===== config.mk =====
export PLATFORM = sky130hd
export DESIGN_NAME = lzs_dec_sched
export DESIGN_NICKNAME = d
export VERILOG_FILES = /design/src/rtl/lzs_dec_sched.sv
export SDC_FILE = /design/constraint.sdc
export NUM_CORES = 1
export LEC_CHECK = 0
export BUFFER_PORTS_ARGS = -buffer_cell sky130_fd_sc_hd__buf_4
export CORE_MARGIN = 2
export CORE_UTILIZATION = 45
export DETAILED_ROUTE_END_ITERATION = 8
export PLACE_DENSITY = 0.73
export REMOVE_ABC_BUFFERS = 1
export SLEW_MARGIN = 20
export SYNTH_ARGS = -nofsm -noshare
export SYNTH_HDL_FRONTEND = slang
export SYNTH_SLANG_ARGS = --single-unit

===== constraint.sdc =====
create_clock -name clk -period 9.85 [get_ports clk]
set_input_delay 0.985 -clock clk [delete_from_list [all_inputs] [get_ports clk]]
set_output_delay 0.985 -clock clk [all_outputs]
set_load 0.01 [all_outputs]

===== src/rtl/lzs_dec_sched.sv =====
// lzs_dec_sched: time-shares one LZS decode engine between NCH job requesters.
// Round-robin pick, engine clear, start strobe, then supervision of the run
// (byte count, overflow, stall timeout, abort) and a one-cycle completion report.
module lzs_dec_sched #(
    parameter int NCH     = 4,
    parameter int CW      = 2,
    parameter int LW      = 16,
    parameter int TMO_CYC = 4096,
    parameter int CLR_CYC = 2
) (
    input  logic              clk,
    input  logic              rst,
    input  logic [NCH-1:0]    req,
    input  logic [LW*NCH-1:0] max_len,
    input  logic [NCH-1:0]    abort,
    output logic [NCH-1:0]    grant,
    output logic              eng_clr,
    output logic              eng_ce,
    input  logic              eng_out_valid,
    input  logic              eng_out_done,
    input  logic              fo_full,
    output logic              done_pulse,
    output logic [CW-1:0]     done_ch,
    output logic [1:0]        done_status,
    output logic [LW-1:0]     done_bytes,
    output logic              busy
);

    localparam int TW  = $clog2(TMO_CYC);
    localparam int CCW = $clog2(CLR_CYC + 1);

    localparam logic [1:0] ST_OK      = 2'b00;
    localparam logic [1:0] ST_OVERFLOW = 2'b01;
    localparam logic [1:0] ST_TIMEOUT = 2'b10;
    localparam logic [1:0] ST_ABORT   = 2'b11;

    typedef enum logic [2:0] {
        S_IDLE,
        S_ARB,
        S_CLR,
        S_START,
        S_RUN,
        S_DONE
    } state_t;

    state_t            state_q, state_d;
    logic [NCH-1:0]    grant_q, grant_d;
    logic [CW-1:0]     idx_q, idx_d;
    logic [CW-1:0]     last_q, last_d;
    logic [LW-1:0]     max_len_q, max_len_d;
    logic [LW-1:0]     bytes_q, bytes_d;
    logic [TW-1:0]     idle_q, idle_d;
    logic [CCW-1:0]    clr_cnt_q, clr_cnt_d;
    logic              eng_clr_q, eng_clr_d;
    logic              eng_ce_q, eng_ce_d;
    logic              done_pulse_q, done_pulse_d;
    logic [CW-1:0]     done_ch_q, done_ch_d;
    logic [1:0]        done_status_q, done_status_d;
    logic [LW-1:0]     done_bytes_q, done_bytes_d;
    logic              busy_q, busy_d;

    logic              arb_found;
    logic [CW-1:0]     arb_pick;
    logic              abort_hit;
    logic              ovf_hit;
    logic              tmo_hit;
    logic              run_end;

    // Round-robin search: first requester after the last-served one, with wrap.
    always_comb begin
        arb_found = 1'b0;
        arb_pick  = '0;
        for (int i = 1; i <= NCH; i++) begin
            if (!arb_found && req[(int'(last_q) + i) % NCH]) begin
                arb_found = 1'b1;
                arb_pick  = CW'((int'(last_q) + i) % NCH);
            end
        end
    end

    // A byte arriving when the count already equals the limit is the overflow
    // byte. Timeout looks at the idle count this cycle will produce, so a stall
    // (fo_full) in the deciding cycle still prevents it.
    assign abort_hit = abort[idx_q];
    assign ovf_hit   = eng_out_valid && (bytes_q == max_len_q);
    assign tmo_hit   = !eng_out_valid && !fo_full && (idle_q == TW'(TMO_CYC - 2));
    assign run_end   = abort_hit || ovf_hit || eng_out_done || tmo_hit;

    // State register plus control/output flops; everything clears on rst.
    always_ff @(posedge clk or posedge rst) begin
        if (rst) begin
            state_q       <= S_IDLE;
            grant_q       <= '0;
            last_q        <= CW'(NCH - 1);
            eng_clr_q     <= 1'b0;
            eng_ce_q      <= 1'b0;
            done_pulse_q  <= 1'b0;
            done_ch_q     <= '0;
            done_status_q <= '0;
            done_bytes_q  <= '0;
            busy_q        <= 1'b0;
        end else begin
            state_q       <= state_d;
            grant_q       <= grant_d;
            last_q        <= last_d;
            eng_clr_q     <= eng_clr_d;
            eng_ce_q      <= eng_ce_d;
            done_pulse_q  <= done_pulse_d;
            done_ch_q     <= done_ch_d;
            done_status_q <= done_status_d;
            done_bytes_q  <= done_bytes_d;
            busy_q        <= busy_d;
        end
    end

    // Per-job working registers; always reloaded in ARB before use.
    always_ff @(posedge clk) begin
        idx_q     <= idx_d;
        max_len_q <= max_len_d;
        bytes_q   <= bytes_d;
        idle_q    <= idle_d;
        clr_cnt_q <= clr_cnt_d;
    end

    // Next-state logic.
    always_comb begin
        state_d = state_q;
        case (state_q)
            S_IDLE:  if (|req) state_d = S_ARB;
            S_ARB:   state_d = arb_found ? S_CLR : S_IDLE;
            S_CLR:   if (clr_cnt_q == CCW'(CLR_CYC - 1)) state_d = S_START;
            S_START: state_d = S_RUN;
            S_RUN:   if (run_end) state_d = S_DONE;
            S_DONE:  state_d = S_IDLE;
            default: state_d = S_IDLE;
        endcase
    end

    // Output and counter next values; outputs are registered from the state being entered.
    always_comb begin
        grant_d       = grant_q;
        idx_d         = idx_q;
        last_d        = last_q;
        max_len_d     = max_len_q;
        bytes_d       = bytes_q;
        idle_d        = idle_q;
        clr_cnt_d     = clr_cnt_q;
        done_ch_d     = done_ch_q;
        done_status_d = done_status_q;
        done_bytes_d  = done_bytes_q;
        eng_clr_d     = (state_d == S_CLR);
        eng_ce_d      = (state_d == S_START);
        done_pulse_d  = (state_d == S_DONE);
        busy_d        = (state_d != S_IDLE);

        case (state_q)
            S_ARB: begin
                grant_d   = arb_found ? (NCH'(1) << arb_pick) : '0;
                idx_d     = arb_pick;
                max_len_d = max_len[int'(arb_pick) * LW +: LW];
                bytes_d   = '0;
                idle_d    = '0;
                clr_cnt_d = '0;
            end
            S_CLR: begin
                clr_cnt_d = clr_cnt_q + CCW'(1);
            end
            S_RUN: begin
                if (eng_out_valid && (bytes_q != max_len_q)) begin
                    bytes_d = bytes_q + LW'(1);
                end
                idle_d = (eng_out_valid || fo_full) ? '0 : idle_q + TW'(1);
                if (run_end) begin
                    done_ch_d = idx_q;
                    if (abort_hit) begin
                        done_status_d = ST_ABORT;
                        done_bytes_d  = bytes_q;
                    end else if (ovf_hit) begin
                        done_status_d = ST_OVERFLOW;
                        done_bytes_d  = bytes_q;
                    end else if (eng_out_done) begin
                        done_status_d = ST_OK;
                        done_bytes_d  = bytes_d;
                    end else begin
                        done_status_d = ST_TIMEOUT;
                        done_bytes_d  = bytes_q;
                    end
                end
            end
            S_DONE: begin
                grant_d = '0;
                last_d  = idx_q;
            end
            default: ;
        endcase
    end

    assign grant       = grant_q;
    assign eng_clr     = eng_clr_q;
    assign eng_ce      = eng_ce_q;
    assign done_pulse  = done_pulse_q;
    assign done_ch     = done_ch_q;
    assign done_status = done_status_q;
    assign done_bytes  = done_bytes_q;
    assign busy        = busy_q;

endmodule


==> metrics <==
worst-path fanout max=35; Post-CTS Setup Bufs=0; WL final=9880 um; vias in the first global route=3,532; Pint=1.00 mW; critical path's slowest cell=clkinv_1; share of total power in the clock network=16.6%; Worst-Skew Late Latency=350 ps; largest net degree at the start of global routing=38; ANT nets after route=0; Area contributors post-synth=edfxtp_1 (32%), dfrtp_1 (17%), nand2_1 (6.9%); P_sw=0.578 mW; total grt overflow=0; # DRC=0; area grow syn2layout=23.5%; EDFF count, synth=48; Cells after Synth=454; RSZ-0062 raised after global routing=no; Distinct cells, synth=40; ys async rst share=40.7%; Vias/cell=5.27; Max Freq=0.281 GHz; PortBufs=104; Critical Path Max Stage Delay=990 ps; adder-cell share of the synthesized area=1.11%; GRT Util Overall=18.6%; minimum clock period=3550 ps; Final Net Count=628; synth warn=0; fin crit share=36.1%; Synth Area in XOR/XNOR=9.65%; Layout fillers=843; switching part of the total power=36.6%; status=completed; simple-gate area share of the yosys netlist=21.5%; placed insts=669; endpoints failing hold=0; main combinational cell family by area after synthesis=simple AND/OR/NAND/NOR gates; crit end category=flip-flop; layout cells sized above 1=27.9%; CP top delay family=buffers and inverters; Max Cap Viol=0; I/O pin count=105; routed vias=3,608; Initial Util=46.4%; Final Max Slew Viols=0; mux cell area share after synthesis=6.19%; first-pass GRT wire length=16,400 um; register area=2270 um2; post-synth top area cell=edfxtp_1; CP startpoint kind=primary input; Leak Pwr=2.31 nW; Die X=104 um; TritonCTS clock tree=built; root buf cell=clkbuf_8; Power Density=284 nW/um2; 1st-iter DRT viols=305; Worst Path Buf+Inv=2; #FFs+latches synth=81; Seq/Total Area, Yosys=50.3%; Most used DFF post-synth=edfxtp_1; Slew HR=33.9%; Hold Crit Class=flip-flop to flip-flop; Worst Skew=5.55 ps; Post-DP HPWL=7130 um; CP Cell Sequence=buf_4 -> nor2b_1 -> nor2_1 -> a21o_1 -> clkinv_1 -> nand2_1 -> and3_1 -> a31oi_1; CP Class=primary input to flip-flop; post-synthesis compound-gate area fraction=7.10%; synthesized area per cell=9.94 um2; hold_buf cts=0; Comb pwr share=38.7%; count leader, synth=nand2_1; ANT cells=0; number of CTS-inserted buffers=9; drt wl/cell=14.4 um; die height=104 um; area of the multi-input gates=2060 um2; full die area=10,800 um2; clock buffer depth=2; top cell type's share of synthesized area=32.0%; Final Non-Filler Cells=684; Post-Syn Area=4510 um2; most frequent cells after synthesis=nand2_1 (83), edfxtp_1 (48), nor2_1 (35); # clock sinks=81; final setup fails=0; Core Rows=36; sequential power share=44.8%; initial antenna violation count=0; arrival time worst endpoint=3640 ps; TNS Setup=0 ps; CTS clk-pin slew, worst paths=80 ps; Peak VDD IR=0.152 mV; Pre-antenna DRT Iters=4; core area=9730 um2; CTS H-tree lvls=3; Worst-Margin Slew=992 ps; RePlAce Congestion=0.808; CP required=9940 ps; Resized Gates After CTS=0
## power groups by stage
stage               combinational (mW)  clock (mW)  sequential [mW]
global placement                 0.595           0            0.706
CTS                              0.620       0.266            0.708
finish                           0.612       0.262            0.708
global route                     0.684       0.280            0.730
detailed placement               0.616           0            0.713
floorplan                        0.390           0            0.702
## area by class of cell
class,instances,area share (%)
Clock inverter,3,1.17
Timing Repair Buffer,109,14.7
Sequential cell,81,40.8
Clock buffer,12,2.61
Inverter,12,0.809
Multi-Input combinational cell,334,37.0
Tap cell,133,2.99
## metal layers
metal  vias up  share of wire, %  global-route usage (%)
met3        18               6.1                    2.88
met5         -                 0                       0
met4         0               2.1                    8.11
met1      1693                44                    24.5
li1       1770                 -                       -
met2       127                48                    30.5
## worst reg2reg max path, delay by kind of cell (launching register included)
family	cells	cell delay (ps)
AOI/OAI and AO/OA	2	820
buffers and inverters	1	990
DFF	1	550
and+or+nand+nor	4	630
## cells in the final DEF, fill, tap and decap left out, types with 3 or more instances in the layout
master,count
nand3_1,12
o21ai_0,14
nor4_1,9
a31oi_1,16
a21oi_1,11
o21a_1,3
ha_1,4
xor2_1,18
buf_4,109
nand2b_1,5
nor2b_1,3
xnor2_1,28
mux2_2,20
nand2_1,83
nor2_1,35
inv_1,10
nand4_1,7
and3_1,19
edfxtp_1,48
or3_1,9
dfrtp_1,31
nor3_1,20
clkbuf_8,10
## through the flow
step | setup WS, ps | area (um2) | total power, mW | util, % | hold WS, ps
detailed placement | 5910 | 5360 | 1.33 | 55.1 | 482
floorplan | 6660 | 4370 | 1.09 | - | 510
global route | 6010 | 5570 | 1.69 | 57.2 | 525
global placement | 6090 | 5360 | 1.30 | 55.1 | 465
finish | 6300 | 5570 | 1.58 | 57.2 | 495
CTS | 6290 | 5570 | 1.59 | 57.2 | 500
## registers in the layout, indices dropped and copies added (netlist names)
signal	flops
eng_clr	1
idle_q	12
clr_cnt_q	2
grant	4
done_ch	2
bytes_q	16
busy	1
done_status	2
last_q	2
done_bytes	16
max_len_q	16
state_q	3
idx_q	2
eng_ce	1
done_pulse	1
## final timing paths
| kind | start | end | slack [ps] | depth (start not counted) |
|---|---|---|---|---|
| setup / recovery | req[3] | max_len_q[5] | 6300 | 8 |
| hold / removal | grant[1] | grant[1] | 500 | 2 |
| setup reg to reg | last_q[0] | max_len_q[5] | 6590 | 7 |
| hold reg to reg | grant[1] | grant[1] | 500 | 2 |
| max in group asynchronous | rst | last_q[1] | 8780 | 3 |
| min in group asynchronous | rst | done_pulse | 730 | 3 |
## logic make-up (layout without fill, tap and decap cells)
kind of cell | after synthesis | count (layout)
flops | 81 | 81
fa+ha+maj | 4 | 4
buf+inv | 39 | 136
mux | 24 | 24
compound gates | 51 | 51
xor+xnor | 48 | 48
simple gates | 207 | 207
Power figures use the tool's default switching activity.
